$ cat config.mk
export PLATFORM = sky130hd
export DESIGN_NAME = uart_rx_fifo
export DESIGN_NICKNAME = d
export VERILOG_FILES = /design/src/rtl/uart_rx_fifo.sv
export SDC_FILE = /design/constraint.sdc
export NUM_CORES = 1
export LEC_CHECK = 0
export CAP_MARGIN = 15
export CORE_MARGIN = 4
export CORE_UTILIZATION = 57
export CTS_BUF_LIST = sky130_fd_sc_hd__clkbuf_16
export DETAILED_ROUTE_END_ITERATION = 16
export PLACE_DENSITY = 0.86
export SYNTH_ARGS = -nofsm -noshare
export SYNTH_HDL_FRONTEND = slang
export SYNTH_SLANG_ARGS = --single-unit
export TNS_END_PERCENT = 10
$ cat constraint.sdc
create_clock -name clock -period 3.2 [get_ports clock]
set_input_delay 0.32 -clock clock [delete_from_list [all_inputs] [get_ports clock]]
set_output_delay 0.32 -clock clock [all_outputs]
set_load 0.02 [all_outputs]
$ cat src/rtl/uart_rx_fifo.sv
// uart_rx_fifo: 8N1 UART receiver feeding a first-word-fall-through byte FIFO.
//
// Consumes the SoC UART transmit line and presents received bytes on a
// valid/ready stream, with sticky framing and overflow error flags.
//
// Ports:
//   clock      system clock
//   RSTB       asynchronous active-low reset
//   ser_rx     serial input, idles high, asynchronous to clock
//   m_data     head-of-FIFO byte
//   m_valid    FIFO not empty
//   m_ready    consumer accepts the head byte when m_valid & m_ready
//   count      FIFO occupancy, 0..DEPTH
//   frame_err  sticky: stop bit sampled low
//   overflow   sticky: a good byte was dropped because the FIFO was full
//   err_clr    synchronous clear of both sticky flags (a same-cycle set wins)
`timescale 1ns/1ps
module uart_rx_fifo #(
    parameter int CLKS_PER_BIT = 16,
    parameter int DEPTH        = 8,
    parameter int CW           = 4
) (
    input  logic          clock,
    input  logic          RSTB,
    input  logic          ser_rx,
    output logic [7:0]    m_data,
    output logic          m_valid,
    input  logic          m_ready,
    output logic [CW-1:0] count,
    output logic          frame_err,
    output logic          overflow,
    input  logic          err_clr
);

    localparam int AW = $clog2(DEPTH);
    localparam int BW = $clog2(CLKS_PER_BIT);
    localparam logic [BW-1:0] HALF_BIT = BW'(CLKS_PER_BIT / 2 - 1);
    localparam logic [BW-1:0] LAST_BIT = BW'(CLKS_PER_BIT - 1);

    typedef enum logic [2:0] {
        S_IDLE,
        S_START,
        S_DATA,
        S_STOP,
        S_WAIT_IDLE
    } state_e;

    logic          rx_meta_q, rx_s_q;
    state_e        state_q, state_d;
    logic [BW-1:0] bcnt_q, bcnt_d;
    logic [2:0]    bidx_q, bidx_d;
    logic [7:0]    shreg_q, shreg_d;
    logic          push_req, frame_set;

    logic [7:0]    mem_q [DEPTH];
    logic [AW-1:0] wptr_q, rptr_q;
    logic [CW-1:0] count_q, count_d;
    logic          frame_err_q, overflow_q;
    logic          pop, full, push_ok, ovf_set;

    // Two-flop synchronizer; resets to the idle line level.
    always_ff @(posedge clock or negedge RSTB) begin
        if (!RSTB) begin
            rx_meta_q <= 1'b1;
            rx_s_q    <= 1'b1;
        end else begin
            rx_meta_q <= ser_rx;
            rx_s_q    <= rx_meta_q;
        end
    end

    always_ff @(posedge clock or negedge RSTB) begin
        if (!RSTB) begin
            state_q <= S_IDLE;
            bcnt_q  <= '0;
            bidx_q  <= '0;
            shreg_q <= '0;
        end else begin
            state_q <= state_d;
            bcnt_q  <= bcnt_d;
            bidx_q  <= bidx_d;
            shreg_q <= shreg_d;
        end
    end

    always_comb begin
        state_d   = state_q;
        bcnt_d    = bcnt_q;
        bidx_d    = bidx_q;
        shreg_d   = shreg_q;
        push_req  = 1'b0;
        frame_set = 1'b0;
        case (state_q)
            S_IDLE: begin
                if (!rx_s_q) begin
                    state_d = S_START;
                    bcnt_d  = '0;
                end
            end
            S_START: begin
                // Re-check the line half a bit in to reject short glitches.
                if (bcnt_q == HALF_BIT) begin
                    bcnt_d = '0;
                    bidx_d = '0;
                    state_d = rx_s_q ? S_IDLE : S_DATA;
                end else begin
                    bcnt_d = bcnt_q + 1'b1;
                end
            end
            S_DATA: begin
                if (bcnt_q == LAST_BIT) begin
                    shreg_d = {rx_s_q, shreg_q[7:1]};
                    bcnt_d  = '0;
                    bidx_d  = bidx_q + 1'b1;
                    if (bidx_q == 3'd7) begin
                        state_d = S_STOP;
                    end
                end else begin
                    bcnt_d = bcnt_q + 1'b1;
                end
            end
            S_STOP: begin
                // Returning to IDLE mid stop bit lets the next start edge
                // be caught with zero idle time between frames.
                if (bcnt_q == LAST_BIT) begin
                    bcnt_d = '0;
                    if (rx_s_q) begin
                        push_req = 1'b1;
                        state_d  = S_IDLE;
                    end else begin
                        frame_set = 1'b1;
                        state_d   = S_WAIT_IDLE;
                    end
                end else begin
                    bcnt_d = bcnt_q + 1'b1;
                end
            end
            S_WAIT_IDLE: begin
                if (rx_s_q) begin
                    state_d = S_IDLE;
                end
            end
            default: state_d = S_IDLE;
        endcase
    end

    // A push into a full FIFO succeeds only when the head is popped in the
    // same cycle; wptr then equals rptr and the popped slot is reused.
    always_comb begin
        pop     = m_valid & m_ready;
        full    = (count_q == CW'(DEPTH));
        push_ok = push_req & (~full | pop);
        ovf_set = push_req & full & ~pop;
        count_d = count_q + {{(CW-1){1'b0}}, push_ok} - {{(CW-1){1'b0}}, pop};
    end

    always_ff @(posedge clock or negedge RSTB) begin
        if (!RSTB) begin
            for (int unsigned i = 0; i < DEPTH; i++) begin
                mem_q[i] <= '0;
            end
            wptr_q  <= '0;
            rptr_q  <= '0;
            count_q <= '0;
        end else begin
            if (push_ok) begin
                mem_q[wptr_q] <= shreg_q;
                wptr_q        <= wptr_q + 1'b1;
            end
            if (pop) begin
                rptr_q <= rptr_q + 1'b1;
            end
            count_q <= count_d;
        end
    end

    always_ff @(posedge clock or negedge RSTB) begin
        if (!RSTB) begin
            frame_err_q <= 1'b0;
            overflow_q  <= 1'b0;
        end else begin
            frame_err_q <= frame_set | (frame_err_q & ~err_clr);
            overflow_q  <= ovf_set   | (overflow_q  & ~err_clr);
        end
    end

    assign m_data    = mem_q[rptr_q];
    assign m_valid   = (count_q != '0);
    assign count     = count_q;
    assign frame_err = frame_err_q;
    assign overflow  = overflow_q;

endmodule

Word-level counts from Yosys, hierarchy flattened:

Index checks and enable logic that the tools add are counted.

* $add $sub $neg: 6
* mux-type cells: 28
* eq/ne operators: 14
* magnitude comparators: 3
* bitwise gates (word level): 14
* reductions and logical operators: 10

Operator list (count)
* bitwise mux 64 bit: 1
* two-way mux 3 bit: 9
* binary-select mux 8 bit (select 3 bit): 1
* demux 8 bit (select 3 bit): 1
* two-way mux 8 bit: 3
* case mux 3 bit (5 select lines): 1
* two-way mux 4 bit: 3
* inequality test 2 bit, second input constant: 6
* case mux 4 bit (3 select lines): 1
* adder 3 x 1 -> 3 bit, second input constant: 3
* == test 4 bit, second input constant: 2
* >= comparator 4 bit, second input constant: 2
* NOT 3 -> 4 bit: 2
* bitwise AND 1 bit: 6
* == test 3 x 2 -> 1 bit, second input constant: 2
* == test 3 bit, second input constant: 2
* two-way mux 1 bit: 6
* case mux 3 bit (2 select lines): 1
* AND reduction 6 bit: 1
* adder 4 x 1 -> 4 bit: 1
* adder 4 x 1 -> 4 bit, second input constant: 1
* == test 4 x 3 -> 1 bit, second input constant: 1
* less-than comparator 4 x 1 -> 1 bit, second input constant: 1
* AND reduction 2 bit: 2
* 12 further kinds: 16

* register bits: 96
* input bits: 5
* output and inout bits: 15

Logic depth before layout (Yosys ltp):

Gate-level depths: netlist of run 1.

* depth after elaboration: 6
* mapped depth: 11
* mapped depth without buffers: 11

Worst setup path before layout of run 1:

Ideal clock, no wire load.

* kind: reg2reg
* from: register count_q[2], in the netlist count[2]
* to: register count_q[2], in the netlist count[2]
* path slack: 0.861 ns
* data arrival time: 2.216 ns
* path buffers: 0
* setup time: 0.123 ns
* stages on the path, launching flop included: 12
* cell sequence: dfrtp_1 inv_1 ha_1 nand2b_1 nand3_1 nand3_1 ha_1 inv_1 ha_1 inv_1 fa_1 xnor2_1

* cells in the longest elaborated chain, start to end: 6
* elaborated cells on any way between the ends: 8
* classes of those cells: add/sub (2); eq/ne (1); bitwise (4); reduce/logical (1)

Ends and longest elaborated chain
* start: declaration: RTL line 57 `logic [CW-1:0] count_q, count_d;`
* start signal: assignment: RTL line 173 `count_q <= count_d;`
* nonzero test 4 bit / == test 4 bit (equally long branches): RTL line 188, 151
* bitwise AND 1 bit / NOT 1 bit (equally long branches): RTL line 150, 152
* bitwise OR 1 bit: RTL line 152 `push_ok = push_req & (~full | pop);`
* bitwise AND 1 bit: RTL line 152
* adder 4 x 1 -> 4 bit: RTL line 154 `count_d = count_q + {{(CW-1){1'b0}}, push_ok} - {{(CW-1){1'b0}}, pop};`
* subtractor 4 x 1 -> 4 bit (*): RTL line 154
* net count_d[2]: RTL line 57

The timed path passes the listed nets; every way through them passes the cells marked *.
A chain may end at the register's enable or synchronous reset.

Final worst setup path of run 1:

* from: register rptr_q[1]
* to: output port m_data[5]

* cells in the longest elaborated chain, start to end: 4

Ends and longest elaborated chain
* start: declaration: RTL line 56 `logic [AW-1:0] wptr_q, rptr_q;`
* start signal: assignment: RTL line 171 `rptr_q <= rptr_q + 1'b1;`
* NOT 3 -> 4 bit (implied by the code): RTL line 187 `assign m_data = mem_q[rptr_q];`
* binary-select mux 8 bit (select 3 bit): RTL line 187
* two-way mux 8 bit (implied by the code) (2 in a row): RTL line 187
* end: declaration: RTL line 26 `output logic [7:0] m_data,`

No other way between the ends. The select of a mux whose other input is x is not followed.

==> impl_metrics.tcl, run 1 <==
set metrics [dict create \
    instances_no_fill 436 \
    max_freq_mhz 359 \
    intPower_mw 2.23 \
    slowest_delay_ps 860 \
    syn_inst 316 \
    place_hpwl_mm 5.33 \
    crit_path_top_delay_cell "dfrtp_1" \
    die_y_um 96.7 \
    r2r-start "bcnt_q[0]" \
    power_frac_seq_pct 47.0 \
    fin_skew_ps 11.4 \
    synth-edff-count 0 \
    fin_crit_ps 2790 \
    path_class "reg -> out" \
    grt_max_degree 54 \
    dr.pass1.iters 4 \
    startpoint "rptr_q[1]" \
    cts_hold_buf 0 \
    crit_chain "mux4_2 > mux2_2 > clkdlybuf4s50_1" \
    rsz0062_at_grt "false" \
    antenna_found_initial 0 \
    insertion_delay_ps 340 \
    coreArea_mm2 0.00769 \
    synthTopCellsByArea "dfrtp_1 (52%), mux2_2 (20%), mux4_2 (8.0%), ha_1 (3.1%), nand2_1 (1.3%)" \
    dieArea_mm2 0.00935 \
    wl_met3_um 267 \
    highest_layer "met4" \
    reg2reg_slack_ps 690 \
    clkPwrFrac_pct 30.2 \
    ys_types 39 \
    required_ps 2880 \
    finalSetupViolCount 0 \
    synthFlopType "dfrtp_1" \
    port_buffers 19 \
    grt_pass1_vias 2768 \
    relSlewSlack_pct 47.2 \
    drc 0 \
    reg2reg_to "count[2]" \
    cap_violations 0 \
    syn_nets 333 \
    ys_seq_area_share_pct 53.7 \
    hold_ws_ps 23.8 \
    initial_core_util_pct 58.3 \
    p_leak_nw 2.43 \
    drive_gt1_share_pct 37.4 \
    vias 2563 \
    wl_met1_mm 3.70 \
    layout.nets 346 \
    path_delay_family "flip-flops" \
    numCtsBuffers 9 \
    rows 32 \
    root_buffer "clkbuf_16" \
    synth_area_mm2 0.00448 \
    hold_viol_final 0 \
    crit_end "m_data[5]" \
    crit_path_max_fanout 18 \
    netlist.area_leader.share_pct 52.5 \
    ant_nets 0 \
    avgSynthCellArea_um2 14.2 \
    clockBufferDepth 2 \
    area_delta_synth_final_pct 12.0 \
    clock_sinks 96 \
    power.switching_mw 1.03 \
    path_clk_slew_ps 70 \
    slew_viol_final 0 \
    critPathCaptureType "output port" \
    power_density_mw_per_mm2 650 \
    status "complete, no violations" \
    grt_pass1_wl_mm 14.3 \
    overflow 0 \
    cts_tree "done" \
    final_util_pct 65.3 \
    yosys.area.top_type "dfrtp_1" \
    wl_met2_mm 4.17 \
    cts_setup_buffers 0 \
    critPathLaunchType "flop" \
    synth.ff_latch_count 96 \
    timing.final.crit_share_pct 87.0 \
    diodes 0 \
    comb_power_share_pct 22.8 \
    drt_iter0_drc 215 \
    fin_setup_tns_ps 0 \
    worstRegToRegCells 10 \
    synthArstFlopShare_pct 100 \
    critPathArrivalTime_ps 2470 \
    synth_warnings 0 \
    p_sw_share_pct 31.6 \
    cts_max_level 3 \
    hold_class "in -> async" \
    grt_usage_pct 19.4 \
    cts.repair.resized 0 \
    ios 20 \
    peakVddDrop_v 0.000453 \
    chipWidth_um 96.7 \
    cp.depth 3 \
    path_buf_inv 1 \
    fillers 542 \
    gp_congestion 0.806 \
    wire_per_inst_um 19.0 \
    tightest_slew_ps 791 \
    wl_mm 8.27 \
    dp_cells 420 \
    routed_via_density 5.88 \
    power_mw 3.26 \
]
-- power by group through the flow --
| stage | sequential (mW) | combinational [mW] | clock [mW] |
|---|---|---|---|
| floorplan | 1.43 | 0.648 | 0 |
| global placement | 1.54 | 0.720 | 0 |
| detailed placement | 1.55 | 0.747 | 0 |
| CTS | 1.53 | 0.758 | 1.00 |
| global route | 1.56 | 0.839 | 1.06 |
| finish | 1.53 | 0.745 | 0.986 |
-- sequential cells by signal, summed over array words and instances (netlist names) --
| register | flops |
|---|---|
| frame_err | 1 |
| bidx_q | 3 |
| state_q | 3 |
| bcnt_q | 4 |
| rx_s_q | 1 |
| wptr_q | 3 |
| shreg_q | 8 |
| overflow | 1 |
| mem_q | 64 |
| rx_meta_q | 1 |
| rptr_q | 3 |
| count | 4 |
-- area by class of cell --
cell class	count	area [um2]	area share, %
sequential	96	2400	47.9
clock buffer	9	225	4.49
inverter	13	48.8	0.972
timing repair buffer	22	223	4.44
multi-input combinational	187	1950	38.7
tap	102	128	2.54
clock inverter	7	46.3	0.922
-- cells in the mapped netlist, drive strengths merged, types with 4 or more instances --
cell / instances
clkbuf: 5
xnor2: 6
nand3: 7
nand2: 16
buf: 15
mux2: 82
inv: 13
o21ai: 4
nor2: 8
ha: 11
dfrtp: 94
mux4: 16
-- placed cells by master (no fill, tap or decap), types with 2 or more instances in the layout --
master,synthesis,final
a211oi_1,3,3
a21o_1,3,3
a21oi_1,3,3
a311oi_2,2,2
buf_4,0,3
clkbuf_16,0,9
clkdlybuf4s50_1,0,18
clkinv_1,0,3
clkinv_4,0,3
dfrtp_1,94,94
dfstp_2,2,2
ha_1,11,11
inv_1,13,13
mux2_2,81,81
mux2i_1,2,2
mux4_2,16,16
nand2_1,16,16
nand3_1,7,7
nand3b_1,2,2
nand4_2,2,2
nor2_1,8,8
nor3b_1,2,2
o21ai_0,4,4
o22ai_1,2,2
or2_2,2,2
xnor2_1,6,6
-- worst register-to-register path, stage by stage (launching register included) --
cell and delay, ps:
dfrtp_1 390, ha_1 310, nand2_1 180, nor2_1 220, nand3_1 190, ha_1 320
inv_1 50, ha_1 160, inv_1 50, fa_1 380, xnor2_1 140
-- kinds of logic (layout without fill, tap and decap cells) --
family | after synthesis | count (layout) | share of synthesized area [%]
muxes | 100 | 100 | 29.1
and+or+nand+nor | 47 | 47 | 5.89
AOI/OAI and AO/OA | 21 | 21 | 3.55
buffers and inverters | 33 | 51 | 2.93
xor gates and xnor gates | 7 | 7 | 1.37
adders and majority gates | 12 | 12 | 3.52
DFF | 96 | 96 | 53.7
-- per-stage QoR --
| stage | setup slack, ps | instance area [um2] |
|---|---|---|
| 2_1_floorplan | 861 | 4480 |
| 3_3_place_gp | 718 | 4750 |
| 3_5_place_dp | 694 | 4750 |
| 4_1_cts | 380 | 5020 |
| 5_1_grt | 334 | 5020 |
| 6_report | 415 | 5020 |
-- worst min-delay path by stage --
stage,start,end,slack (ps),depth (start not counted)
5_1_grt,RSTB,bcnt_q[2],70,1
3_5_place_dp,rx_meta_q,rx_s_q,350,0
4_1_cts,RSTB,bidx_q[2],50,1
6_report,RSTB,mem_q[15],20,1
3_3_place_gp,rx_meta_q,rx_s_q,350,0
2_1_floorplan,RSTB,bcnt_q[0],20,0
-- layer usage --
layer / GRT usage, % / vias up
met1: 26.1 / 1339
li1: - / 1170
met2: 31.8 / 44
met4: 6.70 / 0
met5: 0 / -
met3: 3.89 / 10
No activity file was read; power rests on OpenSTA's default activity.
==> inputs of run 2 (changes only) <==
CTS_CLUSTER_DIAMETER = 150   (was unset)
==> results of run 2 <==
Same layout as run 1: the final DEF is identical, and so are final timing and power.
